<file path="src/rtl/disp_pkg.sv">
// Shared constants and helpers for the multiplexed 7-segment display block.
// Segment bytes are active-high: bit0 = a ... bit6 = g, bit7 = dp (never lit).
package disp_pkg;

    // Blank digit: every segment off.
    localparam logic [7:0] SEG_BLANK = 8'h00;

    // Hex nibble to segment byte. Index with the nibble value; entry 0 is
    // the rightmost element of the concatenation.
    localparam logic [15:0][7:0] HEX_SEG = {
        8'h71,  // F
        8'h79,  // E
        8'h5E,  // d
        8'h39,  // C
        8'h7C,  // b
        8'h77,  // A
        8'h6F,  // 9
        8'h7F,  // 8
        8'h07,  // 7
        8'h7D,  // 6
        8'h6D,  // 5
        8'h66,  // 4
        8'h4F,  // 3
        8'h5B,  // 2
        8'h06,  // 1
        8'h3F   // 0
    };

    // Widest value the leading-zero helper understands (64-bit values).
    localparam int LZ_MAX_DIGITS = 16;
    localparam int LZ_W          = LZ_MAX_DIGITS * 4;

    // Leading-zero blank mask for a right-aligned value of 'digits' nibbles.
    // Mask bit d refers to display digit d, where d = 0 is the most
    // significant nibble. A bit is set while every nibble from d = 0 down to
    // d is zero. The least significant digit is never masked, so a value of
    // zero still shows a single "0".
    function automatic logic [LZ_MAX_DIGITS-1:0] lz_blank_mask(
        input logic [LZ_W-1:0] value,
        input int              digits
    );
        logic [LZ_MAX_DIGITS-1:0] mask;
        logic                     still_zero;
        mask       = '0;
        still_zero = 1'b1;
        for (int d = 0; d < LZ_MAX_DIGITS; d++) begin
            if (d < digits - 1) begin
                if (value[(digits - 1 - d) * 4 +: 4] != 4'h0) begin
                    still_zero = 1'b0;
                end
                mask[d] = still_zero;
            end
        end
        return mask;
    endfunction

endpackage

</file>
<file path="src/rtl/disp_hex_enc.sv">
// Combinational encoder: one hex nibble plus a blank request in, one
// segment byte out. Blank wins over the nibble value.
module disp_hex_enc
    import disp_pkg::*;
(
    input  logic [3:0] nibble,
    input  logic       blank,
    output logic [7:0] seg
);

    assign seg = blank ? SEG_BLANK : HEX_SEG[nibble];

endmodule

</file>
<file path="src/rtl/disp_scan_mux.sv">
// Multi-slot, multi-channel hex display latch with a time-multiplexed
// scanner. Producers write values into (slot, channel) storage; a divider
// paces a slot counter that walks every slot, and a registered output stage
// drives the segment bytes of the scanned slot together with a one-hot slot
// select.
//
// Write interface: wr_en is a plain strobe with no back-pressure. Every
// cycle with wr_en = 1 and an in-range (wr_slot, wr_ch) is accepted on that
// rising edge; out-of-range targets are dropped without side effects.
//
// Segment layout: byte k = ch*DIGITS + d sits at seg[k*8 +: 8]; d = 0 is the
// most significant nibble of the channel value.
module disp_scan_mux
    import disp_pkg::*;
#(
    parameter int SLOTS    = 8,
    parameter int CHANS    = 2,
    parameter int VAL_W    = 16,
    parameter int SCAN_DIV = 1024
) (
    input  logic                                         clock,
    input  logic                                         reset,
    input  logic                                         wr_en,
    input  logic [$clog2(SLOTS)-1:0]                     wr_slot,
    input  logic [((CHANS > 1) ? $clog2(CHANS) : 1)-1:0] wr_ch,
    input  logic [VAL_W-1:0]                             wr_data,
    input  logic                                         clr,
    input  logic                                         lz_en,
    output logic [CHANS*(VAL_W/4)*8-1:0]                 seg,
    output logic [SLOTS-1:0]                             slot_sel,
    output logic                                         frame_done
);

    localparam int DIGITS = VAL_W / 4;
    localparam int SEG_W  = CHANS * DIGITS * 8;
    localparam int SLOT_W = $clog2(SLOTS);
    localparam int CH_W   = (CHANS > 1) ? $clog2(CHANS) : 1;
    localparam int DIV_W  = (SCAN_DIV > 1) ? $clog2(SCAN_DIV) : 1;

    localparam logic [DIV_W-1:0]  DIV_LAST   = DIV_W'(SCAN_DIV - 1);
    localparam logic [SLOT_W-1:0] SLOT_LAST  = SLOT_W'(SLOTS - 1);
    localparam logic [SLOT_W:0]   SLOT_LIMIT = (SLOT_W + 1)'(SLOTS);
    localparam logic [CH_W:0]     CH_LIMIT   = (CH_W + 1)'(CHANS);
    localparam logic [SLOTS-1:0]  SEL_FIRST  = SLOTS'(1);

    // ------------------------------------------------------------------
    // Storage
    // ------------------------------------------------------------------
    logic [VAL_W-1:0] store [SLOTS][CHANS];
    logic [CHANS-1:0] valid [SLOTS];
    logic             wr_hit;

    // Widen both indices by one bit so the range test also works when
    // SLOTS or CHANS is not a power of two.
    assign wr_hit = wr_en
                 && ({1'b0, wr_slot} < SLOT_LIMIT)
                 && ({1'b0, wr_ch}   < CH_LIMIT);

    // Value/flag storage: clear drops every flag first, a same-cycle write
    // then sets its own flag because the later assignment wins.
    always_ff @(posedge clock or posedge reset) begin
        if (reset) begin
            for (int s = 0; s < SLOTS; s++) begin
                for (int c = 0; c < CHANS; c++) begin
                    store[s][c] <= '0;
                end
                valid[s] <= '0;
            end
        end else begin
            if (clr) begin
                for (int s = 0; s < SLOTS; s++) begin
                    valid[s] <= '0;
                end
            end
            if (wr_hit) begin
                store[wr_slot][wr_ch] <= wr_data;
                valid[wr_slot][wr_ch] <= 1'b1;
            end
        end
    end

    // ------------------------------------------------------------------
    // Scanner: divider paces the slot counter
    // ------------------------------------------------------------------
    logic [DIV_W-1:0]  div_cnt;
    logic [SLOT_W-1:0] scan_slot;
    logic              wrap_flag;
    logic              div_tc;

    assign div_tc = (div_cnt == DIV_LAST);

    // Divider and slot counter; wrap_flag marks the cycle right after the
    // slot counter returns to 0 so frame_done lines up with slot_sel.
    always_ff @(posedge clock or posedge reset) begin
        if (reset) begin
            div_cnt   <= '0;
            scan_slot <= '0;
            wrap_flag <= 1'b0;
        end else begin
            wrap_flag <= 1'b0;
            if (div_tc) begin
                div_cnt <= '0;
                if (scan_slot == SLOT_LAST) begin
                    scan_slot <= '0;
                    wrap_flag <= 1'b1;
                end else begin
                    scan_slot <= scan_slot + 1'b1;
                end
            end else begin
                div_cnt <= div_cnt + 1'b1;
            end
        end
    end

    // ------------------------------------------------------------------
    // Segment generation for the scanned slot
    // ------------------------------------------------------------------
    logic [VAL_W-1:0]  cur_val   [CHANS];
    logic [DIGITS-1:0] lz_mask   [CHANS];
    logic [CHANS-1:0]  cur_valid;
    logic [SEG_W-1:0]  seg_next;

    // Select the scanned slot's values and work out which leading digits
    // are zero; lz_en decides later whether that mask is honoured.
    always_comb begin
        cur_valid = valid[scan_slot];
        for (int c = 0; c < CHANS; c++) begin
            cur_val[c] = store[scan_slot][c];
            lz_mask[c] = DIGITS'(lz_blank_mask(LZ_W'(cur_val[c]), DIGITS));
        end
    end

    for (genvar c = 0; c < CHANS; c++) begin : g_ch
        for (genvar d = 0; d < DIGITS; d++) begin : g_dig
            logic [3:0] nibble;
            logic       blank;

            assign nibble = cur_val[c][(DIGITS - 1 - d) * 4 +: 4];
            assign blank  = !cur_valid[c] || (lz_en && lz_mask[c][d]);

            disp_hex_enc u_enc (
                .nibble (nibble),
                .blank  (blank),
                .seg    (seg_next[(c * DIGITS + d) * 8 +: 8])
            );
        end
    end

    // ------------------------------------------------------------------
    // Output registers
    // ------------------------------------------------------------------
    // seg and slot_sel come from the same scan_slot sample so they always
    // change on the same edge; reset forces slot 0 and blank segments.
    always_ff @(posedge clock or posedge reset) begin
        if (reset) begin
            seg        <= '0;
            slot_sel   <= SEL_FIRST;
            frame_done <= 1'b0;
        end else begin
            seg        <= seg_next;
            slot_sel   <= SEL_FIRST << scan_slot;
            frame_done <= wrap_flag;
        end
    end

endmodule

</file>
<file path="config.mk">
export PLATFORM = sky130hd
export DESIGN_NAME = disp_scan_mux
export DESIGN_NICKNAME = d
export VERILOG_FILES = /design/src/rtl/disp_pkg.sv /design/src/rtl/disp_hex_enc.sv /design/src/rtl/disp_scan_mux.sv
export SDC_FILE = /design/constraint.sdc
export NUM_CORES = 1
export LEC_CHECK = 0
export BUFFER_PORTS_ARGS = -buffer_cell sky130_fd_sc_hd__buf_2
export CORE_ASPECT_RATIO = 0.75
export CORE_MARGIN = 2
export CORE_UTILIZATION = 31
export DETAILED_ROUTE_END_ITERATION = 12
export PLACE_DENSITY_LB_ADDON = 0.2
export SYNTH_ARGS = -nofsm -noshare
export SYNTH_HDL_FRONTEND = slang
export SYNTH_SLANG_ARGS = --single-unit
</file>
<file path="constraint.sdc">
create_clock -name clock -period 11.2 [get_ports clock]
set_input_delay 1.68 -clock clock [delete_from_list [all_inputs] [get_ports clock]]
set_output_delay 1.68 -clock clock [all_outputs]
set_load 0.01 [all_outputs]
</file>
=== Word level (Yosys, flattened, before mapping) ===
Memory sizes are Yosys's and may differ from the RTL's.
Index checks and enable logic that the tools add are counted.

* Input bits: 25
* Memory bits (read-only): 1024
* Flip-flop bits (word level): 359
* Word-level logic and storage cells: 128
* Output and inout port bits: 73
* Memories kept: 8

{| class="wikitable"
|+ Memories
! name !! words !! bits a word !! rd ports !! clocked after memory_dff !! write ports !! line !! text
|-
| (no name shown) || 16 || 8 || 1 || 0 || 0 || disp_hex_enc.sv:11 || <nowiki>assign seg = blank ? SEG_BLANK : HEX_SEG[nibble];</nowiki>
|-
| (no name shown) || 16 || 8 || 1 || 0 || 0 || disp_hex_enc.sv:11 ||
|-
| (no name shown) || 16 || 8 || 1 || 0 || 0 || disp_hex_enc.sv:11 ||
|-
| (no name shown) || 16 || 8 || 1 || 0 || 0 || disp_hex_enc.sv:11 ||
|-
| (no name shown) || 16 || 8 || 1 || 0 || 0 || disp_hex_enc.sv:11 ||
|-
| (no name shown) || 16 || 8 || 1 || 0 || 0 || disp_hex_enc.sv:11 ||
|-
| 2 more memories || n/a || n/a || n/a || n/a || n/a || n/a ||
|}

* Multiplexer cells: 43
* Add/sub/neg operators: 2
* Shift-type cells: 1
* $lt $le $gt $ge: 15
* Bitwise gates (word level): 4
* Equal/unequal tests: 2
* Reductions and logical operators: 23

{| class="wikitable"
|+ Operators with widths
! operator !! number
|-
| bitwise mux 256 bit || 1
|-
| two-way mux 8 bit || 16
|-
| binary-select mux 32 bit (select 3 bit) || 1
|-
| demux 32 bit (select 3 bit) || 1
|-
| two-way mux 32 bit || 3
|-
| two-way mux 16 bit || 3
|-
| < comparator 4 x 5 -> 1 bit (second input constant) || 8
|-
| nonzero test 4 bit || 6
|-
| demux 16 bit (select 1 bit) || 1
|-
| bitwise OR 16 bit || 1
|-
| adder 10 x 1 -> 10 bit (second input constant) || 1
|-
| == test 10 bit (second input constant) || 1
|-
| two-way mux 10 bit || 1
|-
| logical AND 1 bit || 9
|-
| two-way mux 1 bit || 9
|-
| greater-or-equal comparator 4 bit (second input constant) || 2
|-
| NOT 3 -> 4 bit || 2
|-
| left shift 1 x 3 -> 8 bit (first input constant) || 1
|-
| binary-select mux 2 bit (select 3 bit) || 1
|-
| demux 2 bit (select 3 bit) || 1
|-
| logical OR 1 bit || 6
|-
| two-way mux 2 bit || 3
|-
| < comparator 4 x 1 -> 1 bit (second input constant) || 1
|-
| adder 3 x 1 -> 3 bit (second input constant) || 1
|-
| other kinds (9) || 10
|}

=== Depth between registers and ports, before layout ===
Gate-level depths: netlist of the first run.

* Depth after elaboration: 11
* Depth in mapped cells: 13
* Depth with buffers taken out: 9

=== Hierarchy ===
A second synthesis of the first run with hierarchy kept.

* Cell total of the unflattened synthesis: 1218
* Area total of the unflattened synthesis: 17210.3 um2

{| class="wikitable"
|+ Modules (own cells, without submodules)
! module !! area each (um2) !! sequential area each (um2) !! instances !! cells each
|-
| disp_scan_mux || 14833.0 || 8984.9 || 1 || 936
|-
| disp_hex_enc (g_ch[0].g_dig[3].u_enc ...) || 295.3 || 0.0 || 5 || 35
|-
| disp_hex_enc (g_ch[0].g_dig[1].u_enc ...) || 300.3 || 0.0 || 2 || 35
|-
| disp_hex_enc (g_ch[0].g_dig[0].u_enc) || 300.3 || 0.0 || 1 || 37
|}

=== Worst setup path before layout of the first run ===
Ideal clock, no wire load.

* Path kind: register -> register
* Start: register scan_slot[1]
* End: register seg[49]
* Period minus slack after synthesis: 3374 ps
* Arrival time: 3231 ps
* Stages on the path, launching flop included: 12
* Required time: 11057 ps
* Buffers on the path: 4
* Setup slack: 7826 ps
* Setup time: 143 ps
* Cell sequence: dfrtp_1 > buf_6 > buf_4 > buf_2 > buf_4 > mux4_2 > mux2i_1 > ha_1 > nand2_1 > or4_4 > o31ai_4 > a221oi_1

* Word-level cells in the longest chain between the ends: 11
* Elaborated cells on any way between the ends: 19
* Those cells by class: mux (11); bitwise (1); reduce/logical (6); memory (1)

{| class="wikitable"
|+ RTL lines
! what !! line !! text
|-
| start: declaration || disp_scan_mux.sv:86 || <nowiki>logic [SLOT_W-1:0] scan_slot;</nowiki>
|-
| start signal: assignment || disp_scan_mux.sv:107 || <nowiki>scan_slot <= scan_slot + 1'b1;</nowiki>
|-
| NOT 3 -> 4 bit (implied by the code) * || disp_scan_mux.sv:126, disp_scan_mux.sv:128 ||
|-
| binary-select mux 32 bit (select 3 bit) || disp_scan_mux.sv:128 || <nowiki>cur_val[c] = store[scan_slot][c];</nowiki>
|-
| two-way mux 32 bit (implied by the code) (2 in a row) || disp_scan_mux.sv:128 ||
|-
| nonzero test 4 bit || disp_pkg.sv:48 || <nowiki>if (value[(digits - 1 - d) * 4 +: 4] != 4'h0) begin</nowiki>
|-
| two-way mux 1 bit (3 in a row) || disp_pkg.sv:48 ||
|-
| logical AND 1 bit || disp_scan_mux.sv:139 || <nowiki>assign blank = !cur_valid[c] || (lz_en && lz_mask[c][d]);</nowiki>
|-
| logical OR 1 bit || disp_scan_mux.sv:139 ||
|-
| two-way mux 8 bit * || disp_hex_enc.sv:11 ||
|-
| via g_ch[1].g_dig[2].u_enc.seg[1] || disp_hex_enc.sv:8 || <nowiki>output logic [7:0] seg</nowiki>
|-
| end signal: assignment || disp_scan_mux.sv:160 || <nowiki>seg <= seg_next;</nowiki>
|-
| end: declaration || disp_scan_mux.sv:29 || <nowiki>output logic [CHANS*(VAL_W/4)*8-1:0] seg,</nowiki>
|}

The timed path passes the listed nets; every way through them passes the cells marked *. The select of a mux whose other input is x is not followed.
A chain may end at the register's enable or synchronous reset.

=== Final worst setup path of the first run ===
* Start: register scan_slot[1]
* End: register seg[54]

Same word-level chain as after synthesis.

==> results of run 1 <==
==> cell type report <==
type,count,area (um2)
fill,5182,33880
sequential,351,8793
multi-input combinational,778,7473
clock buffer,59,1174
tap,712,890.9
timing repair buffer,110,615.6
inverter,46,176.4
clock inverter,13,156.4
antenna,1,2.502
==> worst paths after layout <==
check / from / to / depth (start not counted)
max: scan_slot[1] / seg[54] / 8
min: wrap_flag / frame_done / 0
max reg2reg: scan_slot[1] / seg[54] / 8
min reg2reg: wrap_flag / frame_done / 0
max in group asynchronous: reset / store[132] / 4
min in group asynchronous: reset / seg[57] / 2
==> layer usage <==
metal / vias to the layer above / routed length [um] / GRT usage, %
met5: - / 0 / 0
met4: 0 / 721 / 3.356
met3: 57 / 1246 / 2.299
met2: 152 / 18520 / 23.29
met1: 5352 / 20350 / 21.33
li1: 4682 / - / -
==> placed cells by master (no fill, tap or decap), drive strengths merged, types with 4 or more instances in the layout <==
cell type | netlist | layout
a211oi | 23 | 23
a21o | 10 | 10
a21oi | 20 | 20
a221o | 4 | 4
a221oi | 23 | 23
a22oi | 4 | 4
and2 | 14 | 14
buf | 29 | 110
clkbuf | 43 | 59
clkinv | 2 | 8
conb | 1 | 8
dfrtp | 350 | 350
ha | 53 | 53
inv | 44 | 45
mux2 | 268 | 268
mux2i | 46 | 46
mux4 | 52 | 52
nand2 | 70 | 70
nand2b | 10 | 10
nand3 | 11 | 11
nand4 | 4 | 4
nor2 | 53 | 53
nor2b | 6 | 6
nor3 | 13 | 13
o211ai | 5 | 5
o21ai | 26 | 26
o221a | 5 | 5
o22ai | 5 | 5
o31ai | 4 | 4
xnor2 | 4 | 4
xor2 | 4 | 4
==> sequential cells by signal (all words and copies together) (netlist names) <==
register,count
seg,56
div_cnt,10
scan_slot,3
frame_done,1
store,256
valid,16
slot_sel,8
wrap_flag,1
==> power by group through the flow <==
stage               Clock [mW]  Sequential, mW  Combinational, mW
finish                    1.32            1.60              0.677
global route              1.42            1.63              0.753
CTS                       1.37            1.60              0.682
detailed placement           0            1.62              0.680
global placement             0            1.62              0.667
floorplan                    0            1.59              0.537
==> stage by stage <==
| stage | util, % | worst slack [ns] | power (mW) | std cells | cell area [um2] |
|---|---|---|---|---|---|
| floorplan | - | 4.820 | 2.128 | 1247 | 16770 |
| global placement | 33.77 | 7.164 | 2.285 | 1997 | 17950 |
| detailed placement | 33.77 | 7.137 | 2.302 | 1997 | 17950 |
| CTS | 36.27 | 7.125 | 3.651 | 2069 | 19280 |
| global route | 36.27 | 6.905 | 3.803 | 2069 | 19280 |
| finish | 36.27 | 7.173 | 3.598 | 2070 | 19280 |
==> cells by family (layout without fill, tap and decap cells) <==
family	count (synthesis)	in the layout	synth area share [%]
flops	351	351	52.48
other cells	1	9	0.02240
simple gates	195	195	5.374
buf+inv	118	228	3.177
compound gates	148	148	6.615
fa+ha+maj	53	53	3.962
xor+xnor	8	8	0.4186
mux	366	366	27.95
==> worst register-to-register path: stages, from the launching register on <==
cell and delay [ns]:
dfrtp_4 0.82, buf_4 0.66, mux4_2 0.60, mux2i_1 0.45
ha_1 0.29, nand2_1 0.11, or4_4 0.51, o31ai_4 0.34
a221oi_1 0.11
==> metrics.md, run 1 <==
| Metric | Value |
|---|---|
| Postcts setup bufs | 0 |
| Grt total ovfl | 0 |
| GRT Util Overall | between 10% and 20% |
| Die height | 205.2 um |
| Pwr dens | about 190 nW/um2 |
| Least-Margin Pin Slew | between 1 and 1.5 ns |
| Vias per cell | 4.948 |
| Hold_buf cts | 0 |
| Post-synth top area share | between 50% and 60% |
| Power share of the sequential group | ~45% |
| Synthesized area | around 17000 um2 |
| Sw power | 0.9719 mW |
| Synth unique cells | 62 |
| Clock Skews | about 0.022 ns |
| RSZ-0062 raised after global routing | no |
| Final HPWL DP | 25910 um |
| Yosys warnings | 0 |
| Clock sinks | 351 |
| Leak | approximately 8.7 nW |
| Initial antenna violation count | 0 |
| Clk buf depth | 3 |
| Global-route wire length before repair | around 64000 um |
| DRC | 0 |
| Layout cell share with drive strength beyond 1 | between 30% and 40% |
| Max_cap viols | 0 |
| R2r setup slk | 7.17 ns |
| CTS H-tree lvls | 2 |
| Pre-antenna DRT Iters | 4 |
| Post-synthesis sequential area ratio | 52.48% |
| Synth area leaders | dfrtp_1 52%, mux2_2 18%, mux4_2 7.0%, ha_1 4.0%, mux2i_1 2.6% |
| Starting Density | approximately a third |
| Comb power frac | a little under a fifth |
| Clock Power Share | approximately 37% |
| P&R area growth vs syn | 15.20% |
| Outcome | finished, final reports clean |
| Asr flop ratio synth | between 90% and 100% |
| Fmax | approximately 0.25 GHz |
| Width of the die | ~270 um |
| Post-CTS resize count | 0 |
| Clock Pin Slew Worst Setup and Hold Paths | ~0.06 ns |
| Top cell family by delay on the critical path | multiplexers |
| Sw Share | between 20% and 30% |
| Max Slew Vio Count | 0 |
| CP cell instances | buf_4 > mux4_2 > mux2i_1 > ha_1 > nand2_1 > or4_4 > o31ai_4 > a221oi_1 |
| Post-synth top cells | 350 x dfrtp_1, 263 x mux2_2, 69 x nand2_1 |
| Flops & latches, synth | approximately 350 |
| Largest net degree at the start of global routing | about 190 |
| CTS buffer count | 40 |
| Core area | between 50000 and 60000 um2 |
| Slew Limit Headroom | between 10% and 20% |
| Slowest-stage cell, CP | dfrtp_4 |
| Critical Path Sink Type | flop |
| CP required | about 12 ns |
| Via count | ~10000 |
| Final setup fails | 0 |
| Main flop type after synthesis | dfrtp_1 |
| GPL Wtd Cong | ~0.80 |
| Die area | 55890 um2 |
| Post-synth top area cell | dfrtp_1 |
| Number of synthesized flops with an enable pin | 0 |
| WP buf/inv | 1 |
| Routed WL per cell | approximately 20 um |
| Final Cycle Share | a little over a third |
| CTS root buffer | clkbuf_16 |
| Hold WC Path Type | flop to flop |
| Final ANT Viol Nets | 0 |
| CP peak stage delay | between 0.8 and 0.9 ns |
| # rows | 73 |
| Hold_ws | approximately 0.35 ns |
| Worst endpoint data arrival time | about 4.4 ns |
| CTS tree | done |
| Total negative slack | 0 ns |
| Endpoints failing hold | 0 |
| P_int | 2.626 mW |
| Worst-Skew Late Latency | ~0.54 ns |
| Max FO, Critical Path | 35 |
| CP startpoint kind | flop |
| Nets | about 1400 |
| Number of global-route vias before repair | approximately 10000 |
| DRT iter0 DRCs | ~630 |
| Routed Wire Length | about 41000 um |
| Post-Synthesis Cells | between 1000 and 1500 |
| Kind of critical path | flop to flop |
| Post-Syn Area per Cell | around 13 um2 |
| Top-count cell post-synth | dfrtp_1 |
| Port bufs | 89 |
| Maximum VDD drop | roughly 0.097 mV |
| Final min period | between 4 and 5 ns |
| Num ports | 98 |
Power figures use the tool's default switching activity.
==> inputs of run 2 (changes only) <==
==> constraint.sdc (replaced) <==
create_clock -name clock -period 4.05 [get_ports clock]
set_input_delay 0.6075 -clock clock [delete_from_list [all_inputs] [get_ports clock]]
set_output_delay 0.6075 -clock clock [all_outputs]
set_load 0.01 [all_outputs]
==> metrics.md, run 2 (synthesis results as in run 1) <==
| Metric | Value |
|---|---|
| Hold WC Path Type | input pin to asynchronous set/reset pin |
| Max FO, Critical Path | 23 |
| R2R Path Start | scan_slot[1] |
| Least-Margin Pin Slew | roughly 1.2 ns |
| Via count | roughly 10000 |
| Endpoints failing hold | 0 |
| Final ANT Viol Nets | 0 |
| # rows | 73 |
| Top flop regs | store x256, seg x56, valid x16 |
| Clock sinks | around 350 |
| Num ports | between 90 and 100 |
| Max Slew Vio Count | 0 |
| Routed Wire Length | 41210 um |
| Final Cycle Share | 79.57% |
| Initial antenna violation count | 2 |
| Post-CTS resize count | 0 |
| Fmax | slightly above 0.3 GHz |
| Highest metal used | met5 |
| RSZ-0062 raised after global routing | no |
| GRT Util Overall | 15.13% |
| Commonest non-fill, non-tap cell in the layout | dfrtp_1 |
| Kind of critical path | flop to flop |
| Final WS setup | ~0.83 ns |
| GPL Wtd Cong | 0.7901 |
| Non-Filler Instances | 2085 |
| CTS H-tree lvls | 2 |
| Postcts setup bufs | 0 |
| Hold_ws | ~0.22 ns |
| Pre-antenna DRT Iters | 5 |
| Worst endpoint data arrival time | roughly 3.6 ns |
| Maximum VDD drop | 0.2676 mV |
| Nets | ~1400 |
| Final setup fails | 0 |
| Inst Count DP | 2013 |
| Outcome | finished, final reports clean |
| Pwr dens | a little over 500 nW/um2 |
| Clk buf depth | 3 |
| Routed WL per cell | 19.76 um |
| Reg with most FFs | store |
| Max_cap viols | 0 |
| Largest net degree at the start of global routing | 100 |
| CTS tree | done |
| Met3 routed WL | about 1300 um |
| Die height | around 210 um |
| Final HPWL DP | 27100 um |
| Final design utilization | a little over a third |
| Global-route wire length before repair | between 60000 and 70000 um |
| DRT iter0 DRCs | 680 |
| CTS buffer count | 39 |
| Met2 wire len | 18420 um |
| Starting Density | a little under a third |
| Die area | between 50000 and 60000 um2 |
| Grt total ovfl | 0 |
| Vias per cell | slightly below 5 |
| Port bufs | just under 90 |
| Most frequent cells in the layout | 347 x dfrtp_1, 263 x mux2_2, 89 x buf_2, 69 x nand2_1, 53 x ha_1 |
| WL met1 | 20860 um |
| Clock Skews | between 0.02 and 0.025 ns |
| Pre-CTS setup slack | 0.7736 ns |
| Hold_buf cts | 0 |
| Width of the die | approximately 270 um |
| Worst-Skew Late Latency | 0.55 ns |
| Slew Limit Headroom | 21.85% |
| Number of global-route vias before repair | about 11000 |
| Clock Pin Slew Worst Setup and Hold Paths | 0.06 ns |
| CTS root buffer | clkbuf_16 |
| Layout cell share with drive strength beyond 1 | about two fifths |
| Final min period | approximately 3.2 ns |
| CP required | roughly 4.4 ns |
| Leak | 8.715 nW |
| Max FFs per register | 256 |
| Critical Path Sink Type | flop |
| Critical path origin | scan_slot[1] |
| Core area | approximately 53000 um2 |
| FILL cells | roughly 5200 |
| DRC | 0 |
| CP startpoint kind | flop |
| P&R area growth vs syn | 15.68% |
| Total power | 9.822 mW |
[run 2: area by class of cell]
type	instances	area [um2]	share of cell area, %
antenna	3	7.507	0.03877
sequential	351	8793	45.41
tap	712	890.9	4.601
clock buffer	54	1104	5.699
timing repair buffer	126	773.2	3.993
multi-input combinational	778	7473	38.60
inverter	46	176.4	0.9111
clock inverter	15	145.1	0.7495
[run 2: where the power goes]
group          total (mW)  switching (mW)  internal (mW)  leakage [nW]
clock                3.49            1.46           2.04         0.615
combinational        1.90           0.950          0.950          3.67
sequential           4.43           0.296           4.13          4.43
total                9.82            2.70           7.12          8.72
[run 2: path summary, 6_finish.rpt]
| kind | end | slack (ns) | cells after the start |
|---|---|---|---|
| min reg2reg | frame_done | 0.35 | 0 |
| max in group asynchronous | store[60] | 2.86 | 3 |
| max | seg[22] | 0.83 | 7 |
| min in group clock | frame_done | 0.35 | 0 |
| max reg2reg | seg[22] | 0.83 | 7 |
| min | store[3] | 0.22 | 2 |
[run 2: routing by layer]
| metal | GRT usage (%) | vias up |
|---|---|---|
| li1 | - | 4708 |
| met1 | 22.18 | 5341 |
| met2 | 23.42 | 146 |
| met3 | 2.637 | 49 |
| met4 | 3.218 | 4 |
| met5 | 0 | - |
[run 2: critical path, stage by stage (launching register included)]
cell	delay [ns]
dfrtp_4	0.67
buf_4	0.40
mux4_2	0.54
mux2i_1	0.37
ha_1	0.24
nand3_1	0.16
o31ai_2	0.51
a2111oi_0	0.15
[run 2: through the flow]
step	TNS, ns	cell area (um2)
after CTS	0	19360
after detailed placement	0	18110
after floorplan	-439.98	16770
after global placement	0	18110
final	0	19360
after global routing	0	19360
